[src/rtl/control_register_pipe.sv]
//-----------------------------------------------------------------------------
// control_register_pipe
//
// Pipelined microinstruction control register. Sits between the microstore /
// encoder and the datapath plus next-state logic. Each of DEPTH stages holds
// one control word, its transition fields, the state that produced it and a
// valid bit. The pipeline supports stall (hold everything), flush (empty every
// stage to NOP) and a stall watchdog that flags a pipeline held for too long.
//
// Parameters
//   CW_W      datapath control word width
//   NS_W      transition field width (N2..N0, Inv, S1, S0, CR4..CR0)
//   ST_W      state number width
//   DEPTH     number of pipeline stages, 1..4
//   NOP_WORD  control word held by empty, flushed or reset stages
//   STALL_MAX stalled edges before stall_timeout asserts, 1..255
//
// Ports
//   clk            rising-edge clock
//   reset_n        asynchronous active-low reset
//   ctrl_in        control word from the microstore
//   ns_in          transition fields
//   state_in       state that produced this word
//   valid_in       1 = real word, 0 = bubble
//   stall          hold all stages, drop the input word
//   flush          empty all stages (wins over stall)
//   ctrl_out       last-stage control word
//   ns_out         last-stage transition fields
//   state_out      last-stage state
//   valid_out      last stage holds a real word
//   occupancy      number of valid stages, 0..DEPTH
//   stall_timeout  watchdog flag, registered
//   parity_err     (CR_PARITY_EN only) sticky parity error on the last stage
//
// Optional feature
//   Define CR_PARITY_EN to add a per-stage even-parity bit over {ctrl, ns}
//   and the parity_err output. Without it the design has no parity storage.
//-----------------------------------------------------------------------------
module control_register_pipe #(
   parameter int              CW_W      = 40,
   parameter int              NS_W      = 11,
   parameter int              ST_W      = 5,
   parameter int              DEPTH     = 1,
   parameter logic [CW_W-1:0] NOP_WORD  = {CW_W{1'b0}},
   parameter int              STALL_MAX = 15
) (
   input  logic            clk,
   input  logic            reset_n,
   input  logic [CW_W-1:0] ctrl_in,
   input  logic [NS_W-1:0] ns_in,
   input  logic [ST_W-1:0] state_in,
   input  logic            valid_in,
   input  logic            stall,
   input  logic            flush,
   output logic [CW_W-1:0] ctrl_out,
   output logic [NS_W-1:0] ns_out,
   output logic [ST_W-1:0] state_out,
   output logic            valid_out,
   output logic [2:0]      occupancy,
   output logic            stall_timeout
`ifdef CR_PARITY_EN
   ,
   output logic            parity_err
`endif
);

   localparam int         LAST      = DEPTH - 1;
   localparam logic [7:0] STALL_LIM = 8'(STALL_MAX);

   //--------------------------------------------------------------------------
   // Helper functions
   //--------------------------------------------------------------------------

   // Saturating increment for the 8-bit stall watchdog.
   function automatic logic [7:0] sat_inc(input logic [7:0] c);
      return (c == 8'hFF) ? c : c + 8'd1;
   endfunction

   // Population count of the stage valid bits; DEPTH <= 4 fits in 3 bits.
   function automatic logic [2:0] count_valid(input logic [DEPTH-1:0] v);
      logic [2:0] n;
      n = 3'd0;
      for (int k = 0; k < DEPTH; k++) begin
         n = n + {2'b00, v[k]};
      end
      return n;
   endfunction

`ifdef CR_PARITY_EN
   // Even parity: the stored bit makes the XOR over {ctrl, ns, par} zero.
   function automatic logic word_parity(input logic [CW_W-1:0] c,
                                        input logic [NS_W-1:0] n);
      return ^{c, n};
   endfunction
`endif

   //--------------------------------------------------------------------------
   // Stage storage (index 0 = entry stage, LAST = output stage)
   //--------------------------------------------------------------------------
   logic [DEPTH-1:0][CW_W-1:0] ctrl_p;
   logic [DEPTH-1:0][NS_W-1:0] ns_p;
   logic [DEPTH-1:0][ST_W-1:0] state_p;
   logic [DEPTH-1:0]           vld_p;

   // Stage0 entry values: a bubble carries NOP and empty transition fields
   // but still records the state that produced it.
   logic [CW_W-1:0] ctrl_d0;
   logic [NS_W-1:0] ns_d0;

   assign ctrl_d0 = valid_in ? ctrl_in : NOP_WORD;
   assign ns_d0   = valid_in ? ns_in   : {NS_W{1'b0}};

   //--------------------------------------------------------------------------
   // Pipeline registers: stage0 <- inputs, stage k <- stage k-1
   //--------------------------------------------------------------------------
   always_ff @(posedge clk or negedge reset_n) begin
      if (!reset_n) begin
         for (int k = 0; k < DEPTH; k++) begin
            ctrl_p[k]  <= NOP_WORD;
            ns_p[k]    <= {NS_W{1'b0}};
            state_p[k] <= {ST_W{1'b0}};
         end
         vld_p <= {DEPTH{1'b0}};
      end else if (flush) begin
         // Flush empties every stage but leaves the state fields alone so the
         // next-state logic still sees where each slot came from.
         for (int k = 0; k < DEPTH; k++) begin
            ctrl_p[k] <= NOP_WORD;
            ns_p[k]   <= {NS_W{1'b0}};
         end
         vld_p <= {DEPTH{1'b0}};
      end else if (!stall) begin
         ctrl_p[0]  <= ctrl_d0;
         ns_p[0]    <= ns_d0;
         state_p[0] <= state_in;
         vld_p[0]   <= valid_in;
         for (int k = 1; k < DEPTH; k++) begin
            ctrl_p[k]  <= ctrl_p[k-1];
            ns_p[k]    <= ns_p[k-1];
            state_p[k] <= state_p[k-1];
            vld_p[k]   <= vld_p[k-1];
         end
      end
      // stall without flush: every stage holds, the input word is dropped
   end

   //--------------------------------------------------------------------------
   // Outputs straight from the last stage
   //--------------------------------------------------------------------------
   assign ctrl_out  = ctrl_p[LAST];
   assign ns_out    = ns_p[LAST];
   assign state_out = state_p[LAST];
   assign valid_out = vld_p[LAST];
   assign occupancy = count_valid(vld_p);

   //--------------------------------------------------------------------------
   // Stall watchdog
   //--------------------------------------------------------------------------
   logic [7:0] stall_cnt;
   logic [7:0] stall_cnt_nxt;

   // Any edge that is not a pure stall (stall low, or flush) restarts the
   // count; the flag is derived from the next count so it tracks the counter
   // on the same edge.
   assign stall_cnt_nxt = (flush || !stall) ? 8'd0 : sat_inc(stall_cnt);

   always_ff @(posedge clk or negedge reset_n) begin
      if (!reset_n) begin
         stall_cnt     <= 8'd0;
         stall_timeout <= 1'b0;
      end else begin
         stall_cnt     <= stall_cnt_nxt;
         stall_timeout <= (stall_cnt_nxt >= STALL_LIM);
      end
   end

`ifdef CR_PARITY_EN
   //--------------------------------------------------------------------------
   // Parity storage and sticky error flag
   //--------------------------------------------------------------------------
   localparam logic NOP_PAR = ^NOP_WORD;

   logic [DEPTH-1:0] par_p;
   logic             par_d0;
   logic             last_par_bad;

   // Computed from the stored entry word, so bubbles get the NOP parity.
   assign par_d0       = word_parity(ctrl_d0, ns_d0);
   assign last_par_bad = vld_p[LAST] &&
                         (word_parity(ctrl_p[LAST], ns_p[LAST]) != par_p[LAST]);

   always_ff @(posedge clk or negedge reset_n) begin
      if (!reset_n) begin
         par_p      <= {DEPTH{NOP_PAR}};
         parity_err <= 1'b0;
      end else if (flush) begin
         par_p      <= {DEPTH{NOP_PAR}};
         parity_err <= 1'b0;
      end else begin
         if (!stall) begin
            par_p[0] <= par_d0;
            for (int k = 1; k < DEPTH; k++) begin
               par_p[k] <= par_p[k-1];
            end
         end
         parity_err <= parity_err | last_par_bad;
      end
   end
`endif

endmodule

[config.mk]
export PLATFORM = sky130hd
export DESIGN_NAME = control_register_pipe
export DESIGN_NICKNAME = d
export VERILOG_FILES = /design/src/rtl/control_register_pipe.sv
export SDC_FILE = /design/constraint.sdc
export NUM_CORES = 1
export LEC_CHECK = 0
export ABC_AREA = 1
export CAP_MARGIN = 10
export CORE_ASPECT_RATIO = 2
export CORE_MARGIN = 4
export CORE_UTILIZATION = 44
export CTS_CLUSTER_DIAMETER = 60
export CTS_CLUSTER_SIZE = 12
export DETAILED_ROUTE_END_ITERATION = 6
export GPL_TIMING_DRIVEN = 1
export PLACE_DENSITY_LB_ADDON = 0.1
export SLEW_MARGIN = 20
export SYNTH_ARGS = -nofsm -noshare
export SYNTH_HDL_FRONTEND = slang
export SYNTH_SLANG_ARGS = --single-unit
[constraint.sdc]
create_clock -name clk -period 2.6 [get_ports clk]
set_input_delay 0.65 -clock clk [delete_from_list [all_inputs] [get_ports clk]]
set_output_delay 0.65 -clock clk [all_outputs]
set_load 0.05 [all_outputs]
==> metrics.csv <==
metric,value,unit
"Arr. time, crit path",1530,ps
Initial Util,45.87,%
final net count,395,
Pins Over Slew Limit,0,
clk root buf,clkbuf_16,
vias,2194,
clock-pin slew on the worst setup and hold paths,60,ps
P per Cell Area,698.7,mW/mm^2
initial DRC count,83,
diode count,0,
sequential area share after synthesis,62.00,%
worst r2r dst,stall_timeout,
Post-synth ARST share,100.0,%
clk_skew,2.314,ps
Worst Max-Slew Pin Slew,661.3,ps
DR vias/cell,5.499,
achievable frequency,459.2,MHz
VDD IR max,0.6746,mV
worst-path cell chain,clkdlybuf4s50_1,
Synthesis Warnings,0,
"Cell Area, Synth",0.002664,mm^2
GRT Overall Usage,19.16,%
share of post-route cells with drive strength above 1,11.24,%
Worst R2R Start,stall_cnt[0],
Ports,122,
Crit. End Element,primary output,
Area after DPL,0.003892,mm^2
Pre-antenna DRT Iters,5,
path depth of the worst reg2reg path,9,
slowest cell delay on critical path,820,ps
Yosys top cell by area,dfrtp_1,
"CP delay by family, top",buffers and inverters,
Skew-Pair Late Insertion Delay,320,ps
CORE AREA,0.005807,mm^2
filler instances,428,
largest net degree at the start of global routing,53,
# resized after CTS,0,
FF-to-FF setup slack,1150,ps
Slew headroom,55.91,%
max-cap viol count,0,
initial antenna violation count,0,
HP Class,primary input to async pin,
std cell rows,39,
post-route cell area,0.004247,mm^2
setup_tns,0,ps
hpwl dp,4.920,mm
synth top area cells,"dfrtp_1, a32o_1, nand2_1, inv_1, mux2_2",
# DRC,0,
gr ovfl total,0,
H-Tree Level Count,3,
number of flops mapped to enable cells by yosys,0,
Port Buffers,119,
unrepaired setup endpoints after global routing,no,
Final Routed Wirelength,7.037,mm
wire per inst,17.64,um
Worst Path Max Fanout,3,
Worst Path Required,1950,ps
crit path buf inv count,1,
final hold vios,0,
"FF+latch count, synth",66,
Final ANT Viol Nets,0,
predominant post-synthesis flop cell,dfrtp_1,
Clock Tree Buf Depth,2,
CP Class,register to primary output,
die width,63.02,um
area grow syn2layout,59.42,%
"Distinct cells, synth",24,
final setup vio count,0,
hold_buf cts,0,
CTS Buf Count,9,
die area,0.007439,mm^2
crit path launch type,register,
period utilization,83.75,%
Num Clock Sinks,66,
P_leak,1.882,nW
GP Congestion,0.8461,
status,"finished, final reports clean",
global-route wire length before repair,11.14,mm
"Avg Cell Area, Syn",12.33,um^2
Synth top area share,62.00,%
Syn Inst Count,216,
CTS tree,yes,
min cycle time layout,2178,ps
Slowest cell on crit path,clkdlybuf4s50_1,
number of setup buffers added after CTS,0,
vias in the first global route,2250,
Die Y,118.0,um
[synth_stat cells (all sizes together), types with 3 or more instances]
master   n
mux2     5
o21ai    3
buf     12
inv     19
nor2    10
a32o    51
nand2   23
dfrtp   66
nand3   11
clkbuf   9
[layout make-up]
type | instances | area (um^2) | area share (%)
clock buffer | 12 | 256.5 | 6.040
clock inverter | 4 | 97.59 | 2.298
inverter | 19 | 71.32 | 1.679
multi-input combinational | 111 | 847.1 | 19.95
sequential | 66 | 1652 | 38.89
tap | 61 | 76.32 | 1.797
timing repair buffer | 126 | 1246 | 29.35
[layer usage]
metal  up-vias  GRT usage (%)  wire length, um
li1       1030              -                -
met3        13          7.068              427
met4         0          6.501              128
met2        89          34.88             3957
met5         -              0                0
met1      1062          19.59             2524
[cell families (layout without fill, tap and decap cells)]
logic type / count (synthesis) / after routing / synth area share (%)
AO/OA/AOI/OAI: 56 / 56 / 20.24
multiplexers: 5 / 5 / 2.114
adder cells (fa/ha/maj): 1 / 1 / 0.4696
AND/OR/NAND/NOR: 47 / 47 / 8.220
flip-flops: 66 / 66 / 62.00
other: 1 / 2 / 0.1408
buffers and inverters: 40 / 161 / 6.810
[worst reg2reg max path: stages (launching register included)]
cell and delay [ps]:
dfrtp_1 400, ha_1 230, nand2_2 120, nor2_4 50
nand2_2 130, nand3_1 110, nand2_1 90, nand2_1 80
nor2_1 90, nand2_1 50
[worst max path at each step]
stage,start,end,slack [ps],cells after the start
5_1_grt,valid_out,valid_out,370,1
3_3_place_gp,stall,ns_out[5],390,5
3_5_place_dp,stall,ctrl_out[3],370,5
2_1_floorplan,valid_out,occupancy[0],1050,1
6_report,valid_out,valid_out,420,1
4_1_cts,valid_out,valid_out,400,1
[registers in the layout, summed over array words and instances (netlist names)]
register and flops:
ns_out 11, state_out 5, ctrl_out 40, valid_out 1, stall_cnt 8, stall_timeout 1
[cells in the final DEF (no fill, tap or decap)]
cell and n:
clkdlybuf4s50_1 117, dfrtp_1 66, a32o_1 51, nand2_1 21, inv_1 18, nand3_1 11, clkbuf_16 9, buf_4 6
nor2_1 5, mux2_2 5, nor2_4 3, bufinv_16 3, nor2_2 2, nand2_2 2, o21ai_0 2, conb_1 2
clkbuf_8 2, buf_2 2, nand3b_1 1, inv_2 1, a21oi_1 1, o21ai_1 1, or2_2 1, nand4_1 1
a22o_1 1, ha_1 1, clkinvlp_4 1, clkbuf_1 1, buf_12 1
[report_power, final]
part | internal [mW] | switching (mW)
Sequential | 1.07 | 0.0252
Clock | 0.989 | 0.417
Combinational | 0.193 | 0.272
Total | 2.25 | 0.714
[per-stage QoR]
step	cells	hold WS [ps]	power (mW)	worst slack, ps	utilization, %
floorplan	217	354.4	1.359	1046	-
global placement	383	471.8	1.578	390.8	67.03
detailed placement	383	478.3	1.582	374.0	67.03
CTS	399	371.0	2.994	400.2	73.13
global route	399	394.3	3.068	368.2	73.13
finish	399	354.5	2.967	422.4	73.13
No activity file was read; power rests on OpenSTA's default activity.
==> RTL change (same settings) <==
Put one more register stage on the output `stall_timeout`, cleared by the reset. The value now appears one clock later. The other outputs are not delayed to match. Comments in the files are not updated.
--- a/src/rtl/control_register_pipe.sv
+++ b/src/rtl/control_register_pipe.sv
@@ -69,2 +69,4 @@
 
+   logic stall_timeout_s0;
+
    //--------------------------------------------------------------------------
@@ -169,6 +171,6 @@
          stall_cnt     <= 8'd0;
-         stall_timeout <= 1'b0;
+         stall_timeout_s0 <= 1'b0;
       end else begin
          stall_cnt     <= stall_cnt_nxt;
-         stall_timeout <= (stall_cnt_nxt >= STALL_LIM);
+         stall_timeout_s0 <= (stall_cnt_nxt >= STALL_LIM);
       end
@@ -210,2 +212,10 @@
 
+   always_ff @(posedge clk or negedge reset_n) begin
+      if (!reset_n) begin
+         stall_timeout <= '0;
+      end else begin
+         stall_timeout <= stall_timeout_s0;
+      end
+   end
+
 endmodule
Behaviour: same outputs for any inputs over 10 cycles, from zero or initial values and one cycle with reset_n low; that may be too few to reach the edited logic, so the function may still have changed.
==> RTL change against the unedited design <==
- setup slack lost 2.0 ps
- first-iteration DRC count is 16% higher
- area after synthesis grew 0.70%
- final cell count increased by 0.50%
- design area down 1.2%
- sequential cell count rose by 1
- die area rose by 0.63%
- non-clock buffer count up 1
- global-route usage is 1.2 points higher
- wire length is 2.8% higher
- power decreased by 12%
==> RTL change: results (changes against the unedited design) <==
outcome: finished, final reports clean (unchanged)
grt met1 use: 0.209 (was 0.196)
met3 Resource Use GR: 0.0789 (was 0.0707)
largest net degree at the start of global routing: 42 (was 53)
Post-Route Utilization: 0.705 (was 0.731)
pre-CTS WS: 454 ps (was 374 ps)
Layout Skew: 3.78 ps (was 2.31 ps)
I/O Buffers: 119 (unchanged)
ranking of synthesized cells by area: dfrtp_1 63%, a32o_1 19%, nand2_1 2.9% (was dfrtp_1 62%, a32o_1 19%, nand2_1 3.0%)
hold slack final: 339 ps (was 355 ps)
leak pwr: 1.86 nW (was 1.88 nW)
Wirelength per Cell: 18.0 um (was 17.6 um)
grt met2 use: 0.355 (was 0.349)
first-pass GRT wire length: 11700 um (was 11100 um)
RePlAce Congestion: 0.858 (was 0.846)
routed vias/inst: 5.61 (was 5.50)
post-synthesis mux area share: 0.0210 (was 0.0211)
post-synthesis adder-cell area fraction: 0.00466 (was 0.00470)
Slew @ Worst Pin: 624 ps (was 661 ps)
initial antenna violation count: 0 (unchanged)
post-synthesis compound-gate area fraction: 0.201 (was 0.202)
post-DP HPWL: 5240 um (was 4920 um)
Tot GR Track Use: 0.204 (was 0.192)
Max Freq: 459 MHz (about the same)
fin cells: 401 (was 399)
post-placement cell count: 387 (was 383)
P_comb: 0.472 mW (was 0.464 mW)
Post-DP Area: 3950 um^2 (was 3890 um^2)
# fillers: 457 (was 428)
number of global-route vias before repair: 2364 (was 2250)
register area share after synthesis: 0.625 (was 0.620)
Sequential Power Share: 0.425 (was 0.370)
hold_buf cts: 0 (unchanged)
PD cells: 625 nW/um^2 (was 699 nW/um^2)
share of the synthesized area in the top cell type: 0.625 (was 0.620)
[RTL change: final timing paths]
path / start / endpoint / cells past startpoint
worst min register to register: stall_timeout_s0$_DFF_PN0_ / stall_timeout$_DFF_PN0_ / 0
max in group asynchronous: reset_n / ctrl_out[4]$_DFFE_PN0P_ / 2
worst max-delay path: valid_out$_DFFE_PN0P_ / occupancy[0] / 1
worst min-delay path: reset_n / ctrl_out[23]$_DFFE_PN0P_ / 1
min in group clk: stall_timeout_s0$_DFF_PN0_ / stall_timeout$_DFF_PN0_ / 0
worst max register to register: stall_cnt[0]$_DFF_PN0_ / stall_timeout_s0$_DFF_PN0_ / 9
[RTL change: area by class of cell]
class	instances	area share
Tap cell	63	0.0188
Inverter	19	0.0170
Clock buffer	14	0.0581
Sequential cell	67	0.400
Multi-Input combinational cell	111	0.202
Timing Repair Buffer	127	0.305
[RTL change: metal layers]
metal / routed length (um) / up-vias
met5: 0 / -
met4: 181 / 0
met3: 518 / 15
met2: 3970 / 81
met1: 2560 / 1120
li1: - / 1032
